### config.mk
export PLATFORM = sky130hd
export DESIGN_NAME = audio_attenuator
export DESIGN_NICKNAME = d
export VERILOG_FILES = /design/src/rtl/audio_atten_pkg.sv /design/src/rtl/audio_gain_mul.sv /design/src/rtl/audio_attenuator.sv
export SDC_FILE = /design/constraint.sdc
export NUM_CORES = 1
export LEC_CHECK = 0
export CAP_MARGIN = 20
export CORE_ASPECT_RATIO = 1.5
export CORE_MARGIN = 1.5
export CORE_UTILIZATION = 65
export DETAILED_ROUTE_END_ITERATION = 8
export GPL_ROUTABILITY_DRIVEN = 0
export PLACE_DENSITY = 0.85
export REMOVE_ABC_BUFFERS = 1
export SKIP_CTS_REPAIR_TIMING = 1
export SLEW_MARGIN = 25
export SYNTH_ARGS = -nofsm -noshare
export SYNTH_HDL_FRONTEND = slang
export SYNTH_SLANG_ARGS = --single-unit
### constraint.sdc
create_clock -name clk -period 33.6 [get_ports clk]
set_clock_uncertainty 0.05 [all_clocks]
set_input_delay 5.04 -clock clk [delete_from_list [all_inputs] [get_ports clk]]
set_output_delay 5.04 -clock clk [all_outputs]
set_load 0.02 [all_outputs]
### src/rtl/audio_atten_pkg.sv
// Shared types, constants and gain helpers for the stereo attenuation matrix.
package audio_atten_pkg;

  localparam int unsigned SAMPLE_W  = 16;
  localparam int unsigned CODE_W    = 8;
  localparam int unsigned MANT_W    = 17;
  localparam int unsigned SHIFT_W   = 4;
  localparam int unsigned SUM_W     = 18;
  localparam int unsigned NUM_PATHS = 4;

  // Path indices into the packed per-path arrays (xy = source x to output y)
  localparam int unsigned P_LL = 0;
  localparam int unsigned P_LR = 1;
  localparam int unsigned P_RL = 2;
  localparam int unsigned P_RR = 3;

  localparam logic [CODE_W-1:0] MUTE_CODE = CODE_W'(128);

  typedef enum logic [2:0] {
    IDLE,
    MUL_LL,
    MUL_RL,
    MUL_LR,
    MUL_RR,
    SUM
  } state_t;

  // Mantissa is Q1.15 carried as a 17-bit signed value (32768 needs the extra bit)
  typedef struct packed {
    logic [MANT_W-1:0]  mant;
    logic [SHIFT_W-1:0] shift;
  } gain_t;

  // Codes at or above mute collapse to the mute code
  function automatic logic [CODE_W-1:0] clamp_code(input logic [CODE_W-1:0] code);
    return (code >= MUTE_CODE) ? MUTE_CODE : code;
  endfunction

  // 0.5 dB step table: mantissa from code%12, extra right shift from code/12; mute gives zero
  function automatic gain_t mant_lookup(input logic [CODE_W-1:0] code);
    gain_t g;
    logic [CODE_W-1:0] idx;
    g.mant  = '0;
    g.shift = '0;
    idx     = code % CODE_W'(12);
    if (code < MUTE_CODE) begin
      g.shift = SHIFT_W'(code / CODE_W'(12));
      case (idx)
        8'd0:    g.mant = 17'd32768;
        8'd1:    g.mant = 17'd30935;
        8'd2:    g.mant = 17'd29205;
        8'd3:    g.mant = 17'd27571;
        8'd4:    g.mant = 17'd26029;
        8'd5:    g.mant = 17'd24573;
        8'd6:    g.mant = 17'd23198;
        8'd7:    g.mant = 17'd21900;
        8'd8:    g.mant = 17'd20675;
        8'd9:    g.mant = 17'd19519;
        8'd10:   g.mant = 17'd18427;
        default: g.mant = 17'd17396;
      endcase
    end
    return g;
  endfunction

  // Clamp an 18-bit signed sum into the 16-bit signed output range
  function automatic logic signed [SAMPLE_W-1:0] sat16(input logic signed [SUM_W-1:0] s);
    if (s > 18'sd32767) begin
      return 16'sh7FFF;
    end else if (s < -18'sd32768) begin
      return 16'sh8000;
    end else begin
      return SAMPLE_W'(s);
    end
  endfunction

endpackage

### src/rtl/audio_gain_mul.sv
// Shared signed sample x Q1.15 mantissa multiplier with flooring right shift.
module audio_gain_mul
  import audio_atten_pkg::*;
(
  input  logic signed [SAMPLE_W-1:0] sample,
  input  logic signed [MANT_W-1:0]   mant,
  input  logic        [SHIFT_W-1:0]  shift,
  output logic signed [SUM_W-1:0]    product_c
);

  localparam int unsigned PROD_W = SAMPLE_W + MANT_W;

  logic signed [PROD_W-1:0] prod;
  logic signed [PROD_W-1:0] shifted;

  // Full-precision product, arithmetic shift floors toward -inf; result always fits 16 bits
  always_comb begin
    prod      = PROD_W'(sample) * PROD_W'(mant);
    shifted   = prod >>> (6'd15 + 6'(shift));
    product_c = SUM_W'(shifted);
  end

endmodule

### src/rtl/audio_attenuator.sv
// Stereo 2x2 attenuation matrix with per-sample ramping and one time-shared multiplier.
module audio_attenuator
  import audio_atten_pkg::*;
(
  input  logic                       clk,
  input  logic                       reset_n,
  input  logic                       sample_strobe,
  input  logic signed [SAMPLE_W-1:0] in_left,
  input  logic signed [SAMPLE_W-1:0] in_right,
  input  logic        [CODE_W-1:0]   atten_ll,
  input  logic        [CODE_W-1:0]   atten_lr,
  input  logic        [CODE_W-1:0]   atten_rl,
  input  logic        [CODE_W-1:0]   atten_rr,
  input  logic                       atten_apply,
  output logic signed [SAMPLE_W-1:0] out_left,
  output logic signed [SAMPLE_W-1:0] out_right,
  output logic                       out_strobe,
  output logic                       busy,
  output logic                       overrun
);

  state_t state, state_next;

  logic signed [SAMPLE_W-1:0] smp_l, smp_r;
  logic signed [SUM_W-1:0]    p_ll, p_rl, p_lr;

  logic [NUM_PATHS-1:0][CODE_W-1:0] cur_q;
  logic [NUM_PATHS-1:0][CODE_W-1:0] tgt_q;
  logic [NUM_PATHS-1:0][CODE_W-1:0] tgt_eff;
  logic [NUM_PATHS-1:0][CODE_W-1:0] atten_vec;

  logic signed [SAMPLE_W-1:0] mul_sample;
  logic        [CODE_W-1:0]   mul_code;
  gain_t                      mul_gain;
  logic signed [SUM_W-1:0]    mul_prod;

  logic capture;
  logic load_out;

  assign atten_vec = {atten_rr, atten_rl, atten_lr, atten_ll};

  // State register
  always_ff @(posedge clk or negedge reset_n) begin
    if (!reset_n) begin
      state <= IDLE;
    end else begin
      state <= state_next;
    end
  end

  // Next-state and datapath control
  always_comb begin
    state_next = state;
    capture    = 1'b0;
    load_out   = 1'b0;
    case (state)
      IDLE: begin
        if (sample_strobe) begin
          state_next = MUL_LL;
          capture    = 1'b1;
        end
      end
      MUL_LL: state_next = MUL_RL;
      MUL_RL: state_next = MUL_LR;
      MUL_LR: state_next = MUL_RR;
      MUL_RR: begin
        state_next = SUM;
        load_out   = 1'b1;
      end
      SUM:     state_next = IDLE;
      default: state_next = IDLE;
    endcase
  end

  // Route the current path's sample and ramped code to the shared multiplier
  always_comb begin
    mul_sample = smp_l;
    mul_code   = cur_q[P_LL];
    case (state)
      MUL_RL: begin
        mul_sample = smp_r;
        mul_code   = cur_q[P_RL];
      end
      MUL_LR: begin
        mul_sample = smp_l;
        mul_code   = cur_q[P_LR];
      end
      MUL_RR: begin
        mul_sample = smp_r;
        mul_code   = cur_q[P_RR];
      end
      default: ;
    endcase
    mul_gain = mant_lookup(mul_code);
  end

  audio_gain_mul u_gain_mul (
    .sample    (mul_sample),
    .mant      ($signed(mul_gain.mant)),
    .shift     (mul_gain.shift),
    .product_c (mul_prod)
  );

  // Targets a same-cycle apply would install, so a coinciding SUM ramps toward them
  always_comb begin
    tgt_eff = tgt_q;
    for (int unsigned i = 0; i < NUM_PATHS; i++) begin
      if (atten_apply) begin
        tgt_eff[i] = clamp_code(atten_vec[i]);
      end
    end
  end

  // Sample capture, product staging, outputs and status flags
  always_ff @(posedge clk or negedge reset_n) begin
    if (!reset_n) begin
      smp_l      <= '0;
      smp_r      <= '0;
      p_ll       <= '0;
      p_rl       <= '0;
      p_lr       <= '0;
      out_left   <= '0;
      out_right  <= '0;
      out_strobe <= 1'b0;
      busy       <= 1'b0;
      overrun    <= 1'b0;
    end else begin
      if (capture) begin
        smp_l <= in_left;
        smp_r <= in_right;
      end
      if (state == MUL_LL) p_ll <= mul_prod;
      if (state == MUL_RL) p_rl <= mul_prod;
      if (state == MUL_LR) p_lr <= mul_prod;
      if (load_out) begin
        out_left  <= sat16(p_ll + p_rl);
        out_right <= sat16(p_lr + mul_prod);
      end
      out_strobe <= load_out;
      busy       <= (state_next != IDLE);
      if (sample_strobe && (state != IDLE)) overrun <= 1'b1;
    end
  end

  // Target latch on apply
  always_ff @(posedge clk or negedge reset_n) begin
    if (!reset_n) begin
      tgt_q <= {NUM_PATHS{MUTE_CODE}};
    end else if (atten_apply) begin
      tgt_q <= tgt_eff;
    end
  end

  // One-step ramp of each path toward its target once the sample's outputs are out
  always_ff @(posedge clk or negedge reset_n) begin
    if (!reset_n) begin
      cur_q <= {NUM_PATHS{MUTE_CODE}};
    end else if (state == SUM) begin
      for (int unsigned i = 0; i < NUM_PATHS; i++) begin
        if (cur_q[i] < tgt_eff[i]) begin
          cur_q[i] <= cur_q[i] + CODE_W'(1);
        end else if (cur_q[i] > tgt_eff[i]) begin
          cur_q[i] <= cur_q[i] - CODE_W'(1);
        end
      end
    end
  end

endmodule

==> flow_summary_export.csv <==
group,metric,value,unit
run_status,status,"finished, violations left",
run_status,violations,"design-rule violations",
final_layout,drive_gt1_share,6.93,%
critical_path,crit_end,"out_right[5]",
sta,finalSetupTns,0,ps
floorplanning,die_h,228,µm
detailed_routing,vias_per_cell,6.26,
clocking,path_clk_slew,70,ps
sta,hold_viol,0,
synth,netlist.area_leader.share,20.5,%
global_routing,grt-ovfl-total,0,
job,drv_cap,0,
critical_path,required,33940,ps
critical_path,rr_endpoint,"out_right[5]",
global_routing,antenna_found_initial,0,
critical_path,path_class,"reg2reg",
critical_path,critPathMostFrequentCell,"fa_1",
synth,ys_top_cells_by_area,"dfrtp_1 21%, fa_1 18%, ha_1 13%",
floorplanning,die-area,34900,µm²
synth,synth_area_leader_cell,"dfrtp_1",
sta,max_slew_margin,23.6,%
critical_path,cp_max_fo,21,
critical_path,r2r_slack,18210,ps
floorplanning,io_pins,103,
synth,ys.flop_type,"dfrtp_1",
clocking,cts_tree,"yes",
floorplanning,start_util,65.8,%
hold_path,holdCritPathClass,"reg2reg",
critical_path,start_kind,"register",
synth,synth_seq_cells,188,
final_layout,synthToLayoutAreaGrowth,8.73,%
sta,worstMarginPinSlew,1140,ps
global_routing,grt_pass1_vias,19600,
floorplanning,rows,82,
synth,synth_cell_types,75,
placed_design,portBuffers,102,
detailed_routing,dr_total_vias,18600,
synth,synthesis.area,21900,µm²
sta,fmax,65.0,MHz
synth,seq_area_frac_synth,21.5,%
critical_path,critPathMaxStageDelay,700,ps
clocking,insertion_delay,460,ps
critical_path,arrival,15730,ps
critical_path,worst_path_max_delay_cell,"dfrtp_1",
critical_path,r2r_start,"state[0]",
final_layout,final_nets,3030,
global_routing,grt.total_usage,34.5,%
synth,netlist_instances,2498,
detailed_routing,wl,58000,µm
detailed_routing,drt_iter0_drc,1422,
critical_path,r2r_cells,50,
sta,slew_violations,0,
sta,rsz0062_at_grt,"false",
clocking,cts_buffer_depth,2,
global_routing,grt_max_degree,107,
clocking,cts_inserted_buffers,17,
global_routing,grt_pass1_wl,95800,µm
detailed_routing,drc,13,
critical_path,endpoint_kind,"register",
synth,async_flop_share,100,%
synth,synth-edff-count,0,
clocking,cts_root_buf,"clkbuf_16",
floorplanning,die_w,153,µm
synth,synth_warnings,0,
clocking,clock_sinks,188,
synth,synth_area_per_cell,8.78,µm²
clocking,htreeDepth,4,
critical_path,critical_path.startpoint,"state[0]",
detailed_routing,ant_nets,0,
sta,finalSetupViolCount,0,
floorplanning,coreArea,33300,µm²
placed_design,hpwl,44500,µm
sta,finalCriticalPeriod,15390,ps
detailed_routing,dr.pass1.iters,9,
detailed_routing,wl_per_cell,19.5,µm
final_layout,antenna_cells,0,
sta,fin_crit_sh,45.8,%
## cells in the final DEF (no fill, tap or decap), types with 76 or more instances in the layout
cell type and count:
nand2_1 289, o21ai_0 130, a21oi_1 126, inv_1 331
clkdlybuf4s50_1 101, nor2_1 265, fa_1 200, mux2_2 76
dfrtp_1 180, ha_1 221
## cell usage after synthesis, drive strengths merged, types with 5 or more instances
cell type  number
a211oi         24
nand2         291
mux2i          65
nand4          16
and2            9
o21bai         10
a21oi         127
and3           13
nand2b         22
a31o            5
nor2          265
ha            221
nand3          25
a31oi          14
or3            10
inv           333
xnor2          57
a211o           7
nor3           24
a221o          15
dfrtp         180
buf            25
o22ai           7
or2            11
o21a            8
nand3b          9
mux2           86
dfstp           8
clkbuf         71
o2bb2ai         6
xor2           32
nor2b          14
a21o           73
o211ai         15
fa            200
o21ai         142
## worst min path at each step
stage	startpoint	endpoint	cells past startpoint
after floorplan	tgt_q[10]	tgt_q[10]	1
after global placement	overrun	overrun	1
after detailed placement	overrun	overrun	1
after CTS	tgt_q[19]	tgt_q[19]	1
after global routing	tgt_q[11]	tgt_q[11]	1
final	tgt_q[26]	tgt_q[26]	1
## critical path, delay by kind of cell (launching register included)
family | cells | cell delay [ps]
xor+xnor | 1 | 110
compound gates | 16 | 3930
fa+ha+maj | 9 | 3880
simple gates | 12 | 4190
buf+inv | 5 | 310
mux | 7 | 2130
flops | 1 | 700
## kinds of logic after synthesis
kind of cell	after synthesis	share of synthesized area, %
AND/OR/NAND/NOR	718	14.0
AO/OA/AOI/OAI	497	14.6
buffers and inverters	430	7.54
adder cells (fa/ha/maj)	421	30.9
flip-flops	188	21.5
multiplexers	155	7.79
XOR/XNOR	89	3.64
## through the flow
step	setup WS, ps	utilization (%)	hold slack (ps)	instances	instance area [µm²]
global placement	19150	69.7	405	2941	23200
finish	18210	71.5	428	2974	23800
global route	17220	71.5	449	2974	23800
CTS	18530	71.5	432	2974	23800
floorplan	20070	-	399	2402	21500
detailed placement	18560	69.7	405	2942	23200
## state kept, by name (all words and copies together) (netlist names)
name / cells
busy: 1
cur_q: 32
tgt_q: 32
state: 3
smp_r: 16
p_lr: 18
smp_l: 16
p_ll: 18
p_rl: 18
out_strobe: 1
out_left: 16
overrun: 1
out_right: 16
## per-layer routing
layer	GRT usage [%]	wire length, µm
met1	36.4	20200
met2	61.7	29500
met3	6.25	3770
met4	24.4	4580
met5	0	0
## layout make-up
type | count | area, µm²
Sequential cell | 188 | 4710
Tap cell | 420 | 526
Clock inverter | 15 | 156
Clock buffer | 17 | 425
Timing Repair Buffer | 120 | 1170
Multi-Input combinational cell | 1880 | 15600
Inverter | 334 | 1250
Fill cell | 2367 | 9500
Power is not shown: default switching activity piles up to over one toggle a cycle in this logic, so the estimate is an artifact.
